[src/rtl/branch_hazard_ctrl_if.sv]
// Bundle between the ID-stage branch logic, the equality comparator and the
// hazard/forwarding/redirect controls of the pipeline.
interface branch_hazard_ctrl_if #(
  parameter int CNT_W = 16
);
  logic             br_valid;
  logic             bne;
  logic [4:0]       rs;
  logic [4:0]       rt;
  logic [31:0]      br_target;
  logic             ex_reg_write;
  logic             ex_mem_read;
  logic [4:0]       ex_rd;
  logic             mem_reg_write;
  logic             mem_mem_read;
  logic [4:0]       mem_rd;
  logic             flush_in;
  logic             cmp_out;

  logic             cmp_bne;
  logic             fwd_a_sel;
  logic             fwd_b_sel;
  logic             stall;
  logic             pc_sel;
  logic [31:0]      pc_target;
  logic             flush_if;
  logic [CNT_W-1:0] br_count;
  logic [CNT_W-1:0] taken_count;
  logic             last_taken;

  modport master (
    output br_valid, bne, rs, rt, br_target,
    output ex_reg_write, ex_mem_read, ex_rd,
    output mem_reg_write, mem_mem_read, mem_rd,
    output flush_in, cmp_out,
    input  cmp_bne, fwd_a_sel, fwd_b_sel, stall, pc_sel, pc_target, flush_if,
    input  br_count, taken_count, last_taken
  );

  modport slave (
    input  br_valid, bne, rs, rt, br_target,
    input  ex_reg_write, ex_mem_read, ex_rd,
    input  mem_reg_write, mem_mem_read, mem_rd,
    input  flush_in, cmp_out,
    output cmp_bne, fwd_a_sel, fwd_b_sel, stall, pc_sel, pc_target, flush_if,
    output br_count, taken_count, last_taken
  );
endinterface

[src/rtl/branch_hazard_ctrl.sv]
// ID-stage branch resolution: hazard stall, operand forwarding select, PC
// redirect / IF-ID flush and saturating branch statistics.
module branch_hazard_ctrl #(
  parameter int CNT_W = 16
) (
  input logic                clk,
  input logic                rst_n,
  branch_hazard_ctrl_if.slave bus
);

  typedef enum logic {
    IDLE  = 1'b0,
    STALL = 1'b1
  } state_e;

  state_e           state_q, state_d;
  logic [1:0]       stall_cnt_q, stall_cnt_d;
  logic [CNT_W-1:0] br_count_q, br_count_d;
  logic [CNT_W-1:0] taken_count_q, taken_count_d;
  logic             last_taken_q, last_taken_d;

  logic             hit_ex_a, hit_ex_b, hit_mem_a, hit_mem_b;
  logic [1:0]       need_a, need_b, need;
  logic             fwd_a_raw, fwd_b_raw;
  logic             stall_c, pc_sel_c, flush_if_c, fwd_a_c, fwd_b_c;
  logic [31:0]      pc_target_c;

  function automatic logic reg_hit(input logic [4:0] src, input logic wr,
                                   input logic [4:0] rd);
    return (src != 5'd0) && wr && (rd == src);
  endfunction

  function automatic logic [CNT_W-1:0] sat_inc(input logic [CNT_W-1:0] v);
    return (&v) ? v : v + 1'b1;
  endfunction

  // An EX producer is the youngest and dominates any MEM match on the same register.
  always_comb begin
    hit_ex_a  = reg_hit(bus.rs, bus.ex_reg_write, bus.ex_rd);
    hit_ex_b  = reg_hit(bus.rt, bus.ex_reg_write, bus.ex_rd);
    hit_mem_a = reg_hit(bus.rs, bus.mem_reg_write, bus.mem_rd);
    hit_mem_b = reg_hit(bus.rt, bus.mem_reg_write, bus.mem_rd);

    need_a = hit_ex_a ? (bus.ex_mem_read ? 2'd2 : 2'd1)
                      : ((hit_mem_a && bus.mem_mem_read) ? 2'd1 : 2'd0);
    need_b = hit_ex_b ? (bus.ex_mem_read ? 2'd2 : 2'd1)
                      : ((hit_mem_b && bus.mem_mem_read) ? 2'd1 : 2'd0);
    need   = (need_a > need_b) ? need_a : need_b;

    fwd_a_raw = !hit_ex_a && hit_mem_a && !bus.mem_mem_read;
    fwd_b_raw = !hit_ex_b && hit_mem_b && !bus.mem_mem_read;
  end

  always_comb begin
    state_d       = state_q;
    stall_cnt_d   = stall_cnt_q;
    br_count_d    = br_count_q;
    taken_count_d = taken_count_q;
    last_taken_d  = last_taken_q;
    stall_c       = 1'b0;
    pc_sel_c      = 1'b0;
    flush_if_c    = 1'b0;
    fwd_a_c       = 1'b0;
    fwd_b_c       = 1'b0;
    pc_target_c   = 32'd0;

    if (state_q == STALL) begin
      stall_c = 1'b1;
      if (bus.flush_in) begin
        state_d     = IDLE;
        stall_cnt_d = 2'd0;
      end else begin
        stall_cnt_d = (stall_cnt_q == 2'd0) ? 2'd0 : 2'(stall_cnt_q - 2'd1);
        // The last counted stall cycle hands back to IDLE for re-evaluation.
        if (stall_cnt_q <= 2'd1) state_d = IDLE;
      end
    end else if (bus.flush_in) begin
      stall_cnt_d = 2'd0;
      if (bus.br_valid) begin
        fwd_a_c = fwd_a_raw;
        fwd_b_c = fwd_b_raw;
      end
    end else if (bus.br_valid) begin
      fwd_a_c = fwd_a_raw;
      fwd_b_c = fwd_b_raw;
      if (need != 2'd0) begin
        stall_c     = 1'b1;
        stall_cnt_d = 2'(need - 2'd1);
        if (need == 2'd2) state_d = STALL;
      end else begin
        pc_sel_c      = bus.cmp_out;
        flush_if_c    = bus.cmp_out;
        pc_target_c   = bus.br_target;
        br_count_d    = sat_inc(br_count_q);
        if (bus.cmp_out) taken_count_d = sat_inc(taken_count_q);
        last_taken_d  = bus.cmp_out;
      end
    end
  end

  always_ff @(posedge clk or negedge rst_n) begin
    if (!rst_n) begin
      state_q       <= IDLE;
      stall_cnt_q   <= 2'd0;
      br_count_q    <= '0;
      taken_count_q <= '0;
      last_taken_q  <= 1'b0;
    end else begin
      state_q       <= state_d;
      stall_cnt_q   <= stall_cnt_d;
      br_count_q    <= br_count_d;
      taken_count_q <= taken_count_d;
      last_taken_q  <= last_taken_d;
    end
  end

  // Combinational controls are held at their reset values while rst_n is low.
  assign bus.cmp_bne     = bus.bne;
  assign bus.stall       = rst_n & stall_c;
  assign bus.pc_sel      = rst_n & pc_sel_c;
  assign bus.flush_if    = rst_n & flush_if_c;
  assign bus.fwd_a_sel   = rst_n & fwd_a_c;
  assign bus.fwd_b_sel   = rst_n & fwd_b_c;
  assign bus.pc_target   = rst_n ? pc_target_c : 32'd0;
  assign bus.br_count    = br_count_q;
  assign bus.taken_count = taken_count_q;
  assign bus.last_taken  = last_taken_q;

endmodule

[src/flat_wrapper.sv]
// flat-port wrapper written by rule: the top's interface ports become plain ports
module branch_hazard_ctrl_flat 
#(
  parameter int CNT_W = 16
)
  (clk, rst_n, bus_br_valid, bus_bne, bus_rs, bus_rt, bus_br_target, bus_ex_reg_write, bus_ex_mem_read, bus_ex_rd, bus_mem_reg_write, bus_mem_mem_read, bus_mem_rd, bus_flush_in, bus_cmp_out, bus_cmp_bne, bus_fwd_a_sel, bus_fwd_b_sel, bus_stall, bus_pc_sel, bus_pc_target, bus_flush_if, bus_br_count, bus_taken_count, bus_last_taken);
  branch_hazard_ctrl_if #(.CNT_W(CNT_W)) bus_i ();
  input logic clk;
  input logic rst_n;
  input wire logic [$bits(bus_i.br_valid)-1:0] bus_br_valid;
  input wire logic [$bits(bus_i.bne)-1:0] bus_bne;
  input wire logic [$bits(bus_i.rs)-1:0] bus_rs;
  input wire logic [$bits(bus_i.rt)-1:0] bus_rt;
  input wire logic [$bits(bus_i.br_target)-1:0] bus_br_target;
  input wire logic [$bits(bus_i.ex_reg_write)-1:0] bus_ex_reg_write;
  input wire logic [$bits(bus_i.ex_mem_read)-1:0] bus_ex_mem_read;
  input wire logic [$bits(bus_i.ex_rd)-1:0] bus_ex_rd;
  input wire logic [$bits(bus_i.mem_reg_write)-1:0] bus_mem_reg_write;
  input wire logic [$bits(bus_i.mem_mem_read)-1:0] bus_mem_mem_read;
  input wire logic [$bits(bus_i.mem_rd)-1:0] bus_mem_rd;
  input wire logic [$bits(bus_i.flush_in)-1:0] bus_flush_in;
  input wire logic [$bits(bus_i.cmp_out)-1:0] bus_cmp_out;
  output wire logic [$bits(bus_i.cmp_bne)-1:0] bus_cmp_bne;
  output wire logic [$bits(bus_i.fwd_a_sel)-1:0] bus_fwd_a_sel;
  output wire logic [$bits(bus_i.fwd_b_sel)-1:0] bus_fwd_b_sel;
  output wire logic [$bits(bus_i.stall)-1:0] bus_stall;
  output wire logic [$bits(bus_i.pc_sel)-1:0] bus_pc_sel;
  output wire logic [$bits(bus_i.pc_target)-1:0] bus_pc_target;
  output wire logic [$bits(bus_i.flush_if)-1:0] bus_flush_if;
  output wire logic [$bits(bus_i.br_count)-1:0] bus_br_count;
  output wire logic [$bits(bus_i.taken_count)-1:0] bus_taken_count;
  output wire logic [$bits(bus_i.last_taken)-1:0] bus_last_taken;
  assign bus_i.br_valid = bus_br_valid;
  assign bus_i.bne = bus_bne;
  assign bus_i.rs = bus_rs;
  assign bus_i.rt = bus_rt;
  assign bus_i.br_target = bus_br_target;
  assign bus_i.ex_reg_write = bus_ex_reg_write;
  assign bus_i.ex_mem_read = bus_ex_mem_read;
  assign bus_i.ex_rd = bus_ex_rd;
  assign bus_i.mem_reg_write = bus_mem_reg_write;
  assign bus_i.mem_mem_read = bus_mem_mem_read;
  assign bus_i.mem_rd = bus_mem_rd;
  assign bus_i.flush_in = bus_flush_in;
  assign bus_i.cmp_out = bus_cmp_out;
  assign bus_cmp_bne = bus_i.cmp_bne;
  assign bus_fwd_a_sel = bus_i.fwd_a_sel;
  assign bus_fwd_b_sel = bus_i.fwd_b_sel;
  assign bus_stall = bus_i.stall;
  assign bus_pc_sel = bus_i.pc_sel;
  assign bus_pc_target = bus_i.pc_target;
  assign bus_flush_if = bus_i.flush_if;
  assign bus_br_count = bus_i.br_count;
  assign bus_taken_count = bus_i.taken_count;
  assign bus_last_taken = bus_i.last_taken;
  branch_hazard_ctrl #(.CNT_W(CNT_W)) u_core (.clk(clk), .rst_n(rst_n), .bus(bus_i));
endmodule
[config.mk]
export PLATFORM = sky130hd
export DESIGN_NAME = branch_hazard_ctrl_flat
export DESIGN_NICKNAME = d
export VERILOG_FILES = /design/src/rtl/branch_hazard_ctrl_if.sv /design/src/rtl/branch_hazard_ctrl.sv /design/src/flat_wrapper.sv
export SDC_FILE = /design/constraint.sdc
export NUM_CORES = 1
export LEC_CHECK = 0
export ABC_AREA = 1
export ABC_CLOCK_PERIOD_IN_PS = 9200
export BUFFER_PORTS_ARGS = -buffer_cell sky130_fd_sc_hd__buf_2
export CORE_ASPECT_RATIO = 1.25
export CORE_UTILIZATION = 45
export DETAILED_ROUTE_END_ITERATION = 16
export PLACE_DENSITY = 0.87
export SYNTH_ARGS = -nofsm -noshare
export SYNTH_HDL_FRONTEND = slang
export SYNTH_SLANG_ARGS = --single-unit
[constraint.sdc]
create_clock -name clk -period 9.2 [get_ports clk]
set_input_delay 2.3 -clock clk [delete_from_list [all_inputs] [get_ports clk]]
set_output_delay 2.3 -clock clk [all_outputs]
set_load 0.005 [all_outputs]
==> impl_metrics.tcl, run 1 <==
set metrics [dict create \
    hp-class "reg -> reg" \
    post-route-period-util_pct 83.9 \
    clkPwrFrac_pct 21.9 \
    crit_path_end_kind "primary output" \
    switching_share_pct 33.7 \
    grt_first_pass_wirelength_um 10300 \
    io_buffers 130 \
    fin_setup_tns_ps 0 \
    placementRows 31 \
    drcViolationCount 0 \
    start_kind "primary input" \
    cts_tree "yes" \
    die_area_sq_um 6380 \
    area.growth.synth_to_final_pct 28.0 \
    syn_inst 414 \
    final-hold-violation-count 0 \
    vdd_drop_max_mv 0.0689 \
    cts_made_buffers 5 \
    firstDrtPassIters 4 \
    grt_overflow 0 \
    post_cts_buffers 0 \
    cts_hold_buf 0 \
    critPathMaxFanout 32 \
    final.setup_skew_ps 5.94 \
    gp_congestion 0.867 \
    grt_antenna_before_repair 0 \
    syn_area_per_cell_sq_um 6.59 \
    place_inst 604 \
    clk_latency_ps 270 \
    cts_max_level 2 \
    setup_viol 0 \
    cts_resized 0 \
    synth_seq_area_share_pct 33.0 \
    nets 614 \
    synth.distinct_cells 31 \
    rsz0062_at_grt "no" \
    slew_headroom_pct 38.5 \
    power_frac_comb_pct 29.1 \
    synth-seq-cells 36 \
    status "finished, final reports clean" \
    synth_ff_type "dfrtp_1" \
    synth_fp_nets 483 \
    path_clk_slew_ps 60 \
    async_flop_share_pct 100 \
    period_needed_ps 7710 \
    worst_slew_pin_slew_ps 920 \
    path_class "in -> out" \
    clkSinkCount 36 \
    cts_buffer_depth 2 \
    dp_hpwl_um 5240 \
    synth_area_sq_um 2730 \
    insertedDiodeCount 0 \
    viasPerCell 4.81 \
    seq_power_share_pct 49.0 \
    synth_edf_count 0 \
    die_x_um 71.7 \
    drt_iter0_drc 140 \
    fin_cells 609 \
    routed_wl_um 6340 \
    die_height_um 89.1 \
    yosysWarnings 0 \
    drive_gt1_share_pct 27.8 \
    grt_max_degree 39 \
    routed-via-count 2928 \
    fp.coreArea_sq_um 5820 \
    power_leakage_nw 2.18 \
    slew_violations 0 \
    root_buffer "clkbuf_8" \
    antenna_left 0 \
    num_io_pins 133 \
    cell_internal_pwr_w 0.000291 \
    crit_required_ps 6900 \
    wl_per_cell_um 10.4 \
    max_freq_ghz 0.130 \
    power_switching_w 0.000148 \
    layout_common_cells "buf_2, nand2_1, inv_1" \
    start_util_pct 46.9 \
    mostFrequentLayoutCell "buf_2" \
    maxCapViolCount 0 \
    grt_use_total_pct 19.8 \
    arrival_ps 5410 \
    first_global_vias 2497 \
    power_density_nw_per_um2 126 \
]
## registers in the layout (all words and copies together), names as in the netlist
register / cells
u_core.bus.taken_count: 16
u_core.bus.last_taken: 1
u_core.bus.br_count: 16
u_core.stall_cnt_q: 2
u_core.state_q: 1
## final cells by class
| type | instances | area [sq um] |
|---|---|---|
| inverters | 87 | 327 |
| clock buffers | 5 | 68.8 |
| fillers | 555 | 2320 |
| flip-flops and latches | 36 | 901 |
| multi-input cells | 284 | 1460 |
| well taps | 66 | 82.6 |
| repair buffers | 131 | 658 |
## critical path: stages
cell and delay (ps):
buf_2 110, xnor2_1 150, nand3_1 90, nor2_1 140, nand3_1 160, and2_1 200
ha_1 260, nand2_1 60, o21a_1 140, inv_1 60, nand3_1 90, and2_1 160
ha_1 170, inv_1 60, nor3_2 270, nand2_1 580, nor2_1 260, buf_2 140
## power groups by stage
stage | Sequential [W] | Combinational [W] | Clock (W)
floorplan | 0.000215 | 0.0000681 | 0
global placement | 0.000217 | 0.000123 | 0
detailed placement | 0.000218 | 0.000128 | 0
CTS | 0.000215 | 0.000129 | 0.0000983
global route | 0.000219 | 0.000147 | 0.000105
finish | 0.000215 | 0.000128 | 0.0000961
## worst paths after layout
path                                           startpoint                        end  slack [ps]  cells past startpoint
max in group asynchronous                           rst_n    u_core.bus.br_count[15]        6810                      2
min in group asynchronous                           rst_n  u_core.bus.taken_count[7]        2050                      2
worst min register to register    u_core.bus.br_count[14]    u_core.bus.br_count[14]         490                      1
worst max register to register  u_core.bus.taken_count[0]  u_core.bus.taken_count[7]        7300                      9
worst max-delay path                         bus_ex_rd[2]          bus_pc_target[30]        1490                     18
worst min-delay path              u_core.bus.br_count[14]    u_core.bus.br_count[14]         490                      1
## through the flow
step                instance area [sq um]  util (%)  power [W]  worst slack [ps]  hold slack [ps]
floorplan                            2730         -   0.000283              2390              485
global placement                     3430      58.9   0.000340              1630              480
detailed placement                   3430      58.9   0.000346              1400              477
CTS                                  3490      60.1   0.000442              1400              488
global route                         3490      60.1   0.000470               972              523
finish                               3490      60.1   0.000439              1490              488
## logic make-up (layout without fill, tap and decap cells)
family	Yosys count	count (layout)	share of synthesized area, %
AO/OA/AOI/OAI	20	20	4.35
XOR/XNOR	31	31	10.2
adder cells (fa/ha/maj)	7	7	3.21
buffers and inverters	94	223	13.6
flip-flops	36	36	33.0
AND/OR/NAND/NOR	226	226	35.6
## synthesized netlist by cell type (3+ instances only)
library cell | n | area, sq um
nor2_1 | 62 | 233
xnor2_1 | 11 | 96.3
xor2_1 | 19 | 166
nand4_1 | 6 | 37.5
nor4_1 | 4 | 25.0
dfrtp_1 | 36 | 901
o21ai_0 | 9 | 45.0
nand3_1 | 25 | 125
a21oi_1 | 4 | 20.0
nand2_2 | 4 | 25.0
nor2_2 | 3 | 18.8
inv_2 | 3 | 11.3
inv_1 | 83 | 312
nor3_1 | 11 | 55.1
clkbuf_1 | 3 | 11.3
buf_4 | 3 | 22.5
ha_1 | 7 | 87.6
nand2_1 | 104 | 390
## per-layer routing
metal  vias to the layer above  global-route usage [%]  routed length, um  part of all wire (%)
met2                       108                    37.9               3280                    52
li1                       1509                       -                  -                     -
met1                      1302                    22.1               2620                    41
met4                         0                    6.95                 91                   1.4
met3                         9                    3.49                350                   5.5
met5                         -                       0                  0                     0
(Power assumes the default switching activity.)
==> inputs of run 2 (changes only) <==
--- a/config.mk
+++ b/config.mk
@@ -6,7 +6,7 @@
 export NUM_CORES = 1
 export LEC_CHECK = 0
 export ABC_AREA = 1
-export ABC_CLOCK_PERIOD_IN_PS = 9200
+export ABC_CLOCK_PERIOD_IN_PS = 7700
 export BUFFER_PORTS_ARGS = -buffer_cell sky130_fd_sc_hd__buf_2
 export CORE_ASPECT_RATIO = 1.25
 export CORE_UTILIZATION = 45
==> constraint.sdc (replaced) <==
create_clock -name clk -period 7.7 [get_ports clk]
set_input_delay 1.925 -clock clk [delete_from_list [all_inputs] [get_ports clk]]
set_output_delay 1.925 -clock clk [all_outputs]
set_load 0.005 [all_outputs]
==> run 2 against run 1 <==
Sequential share of layout area down 0.10 points. Critical path depth unchanged. Largest power group unchanged. Non-clock buffer count down 1. Sequential cell count unchanged. Design area up 0.39%. Count of clock-buffer cells in the layout up 3. Clock skew down 1.3 ps.
==> impl_metrics.tcl, run 2 (synthesis gave the netlist of run 1 again) <==
set metrics [dict create \
    crit_required_ps 5780 \
    path_delay_family "simple AND/OR/NAND/NOR gates" \
    antenna_left 0 \
    clkPwrFrac_pct 25.2 \
    clkSinkCount 36 \
    cts_hold_buf 0 \
    setup_viol 0 \
    cell_internal_pwr_w 0.000362 \
    path_common_cell "nand3_1" \
    critPathMaxFanout 32 \
    max_stage_delay_ps 580 \
    path_class "in -> out" \
    routed-via-count 2891 \
    layout_common_cells "buf_2, nand2_1, inv_1" \
    start_util_pct 46.9 \
    post-route-period-util_pct 91.0 \
    fill_cells 550 \
    cts_resized 0 \
    worstPathCellList "buf_2 > xnor2_1 > nand3_1 > nor2_1 > nand3_1 > and2_1 > ha_1 > nand2_1 > o21a_1 > inv_1 > nand3_1 > and2_1 > ha_1 > inv_1 > nor3_2 > nand2_1 > nor2_1 > buf_2" \
    switching_share_pct 33.7 \
    final-hold-violation-count 0 \
    gp_congestion 0.878 \
    grt_use_total_pct 19.7 \
    insertedDiodeCount 0 \
    num_io_pins 133 \
    clk_latency_ps 290 \
    arrival_ps 5080 \
    routed_wl_um 6320 \
    io_buffers 130 \
    status "finished, final reports clean" \
    drt_iter0_drc 146 \
    fin_setup_tns_ps 0 \
    power_density_nw_per_um2 155 \
    worst-path-buf-inv 4 \
    die_area_sq_um 6380 \
    slowest_stage "nand2_1" \
    slew_violations 0 \
    crit_path_end_kind "primary output" \
    die_height_um 89.1 \
    hp-class "reg -> reg" \
    cts_tree "yes" \
    start_kind "primary input" \
    wl_per_cell_um 10.3 \
    path_clk_slew_ps 60 \
    cts_max_level 2 \
    final.setup_skew_ps 4.65 \
    slew_headroom_pct 36.9 \
    power_leakage_nw 2.18 \
    rsz0062_at_grt "no" \
    fp.coreArea_sq_um 5820 \
    mostFrequentLayoutCell "buf_2" \
    post_cts_buffers 0 \
    cts_made_buffers 5 \
    firstDrtPassIters 4 \
    placementRows 31 \
    drcViolationCount 0 \
    grt_first_pass_wirelength_um 10100 \
    setup_ws_ps 694 \
    nets 613 \
    cts_buffer_depth 2 \
    die_x_um 71.7 \
    max_freq_ghz 0.143 \
    vdd_drop_max_mv 0.0883 \
    drive_gt1_share_pct 27.7 \
    grt_max_degree 39 \
    power_frac_comb_pct 27.5 \
    dp_hpwl_um 5130 \
    period_needed_ps 7010 \
    power_switching_w 0.000184 \
    first_global_vias 2472 \
    seq_power_share_pct 47.3 \
    area.growth.synth_to_final_pct 28.5 \
    root_buffer "clkbuf_8" \
    worst_slew_pin_slew_ps 945 \
    place_worst_setup_slack_ps 648 \
    grt_overflow 0 \
    maxCapViolCount 0 \
    viasPerCell 4.73 \
    grt_antenna_before_repair 0 \
]
-- run 2: changes by cell type in the layout (fill, tap and decap cells not counted), sizes merged --
cell,previous run,this run
buf,131,130
clkbuf,5,8
-- run 2: stage by stage --
stage	area (sq um)	cells	util [%]	hold slack, ps	total power (W)
CTS	3510	611	60.3	497	0.000550
finish	3510	611	60.3	496	0.000545
global route	3510	611	60.3	525	0.000586
floorplan	2730	414	-	485	0.000339
global placement	3420	603	58.8	480	0.000406
detailed placement	3420	603	58.8	482	0.000412
-- run 2: per-layer routing --
metal  track usage (%)  routed length [um]  share of wire, %
met2              36.3                3210                51
met5                 0                   0                 0
met3              3.72                 294               4.7
met4              8.02                 140               2.2
met1              22.3                2680                42
-- run 2: area by class of cell --
cell class / count / area [sq um] / area share, %
flip-flops and latches: 36 / 901 / 25.7
well taps: 66 / 82.6 / 2.35
clock buffers: 8 / 90.1 / 2.57
inverters: 87 / 327 / 9.31
repair buffers: 130 / 651 / 18.5
multi-input cells: 284 / 1460 / 41.5
-- run 2: worst paths after layout --
kind	start	end	slack, ps	depth (start not counted)
setup / recovery	bus_ex_rd[2]	bus_pc_target[1]	690	18
hold / removal	u_core.bus.br_count[14]	u_core.bus.br_count[14]	500	1
setup reg to reg	u_core.bus.taken_count[0]	u_core.bus.taken_count[7]	5760	9
hold reg to reg	u_core.bus.br_count[14]	u_core.bus.br_count[14]	500	1
max in group asynchronous	rst_n	u_core.bus.br_count[14]	5490	1
min in group asynchronous	rst_n	u_core.bus.taken_count[5]	1710	1
-- run 2: power groups by stage --
stage	logic [W]	registers (W)	clock network, W
finish	0.000150	0.000258	0.000137
global route	0.000174	0.000263	0.000150
CTS	0.000151	0.000258	0.000141
detailed placement	0.000151	0.000261	0
global placement	0.000147	0.000259	0
floorplan	0.0000814	0.000257	0
-- run 2: worst reg2reg max path: cells and delay by family (launching register included) --
| family | cells | cell delay (ps) |
|---|---|---|
| XOR/XNOR | 1 | 140 |
| adder cells (fa/ha/maj) | 1 | 230 |
| buffers and inverters | 1 | 150 |
| flip-flops | 1 | 450 |
| AND/OR/NAND/NOR | 6 | 850 |
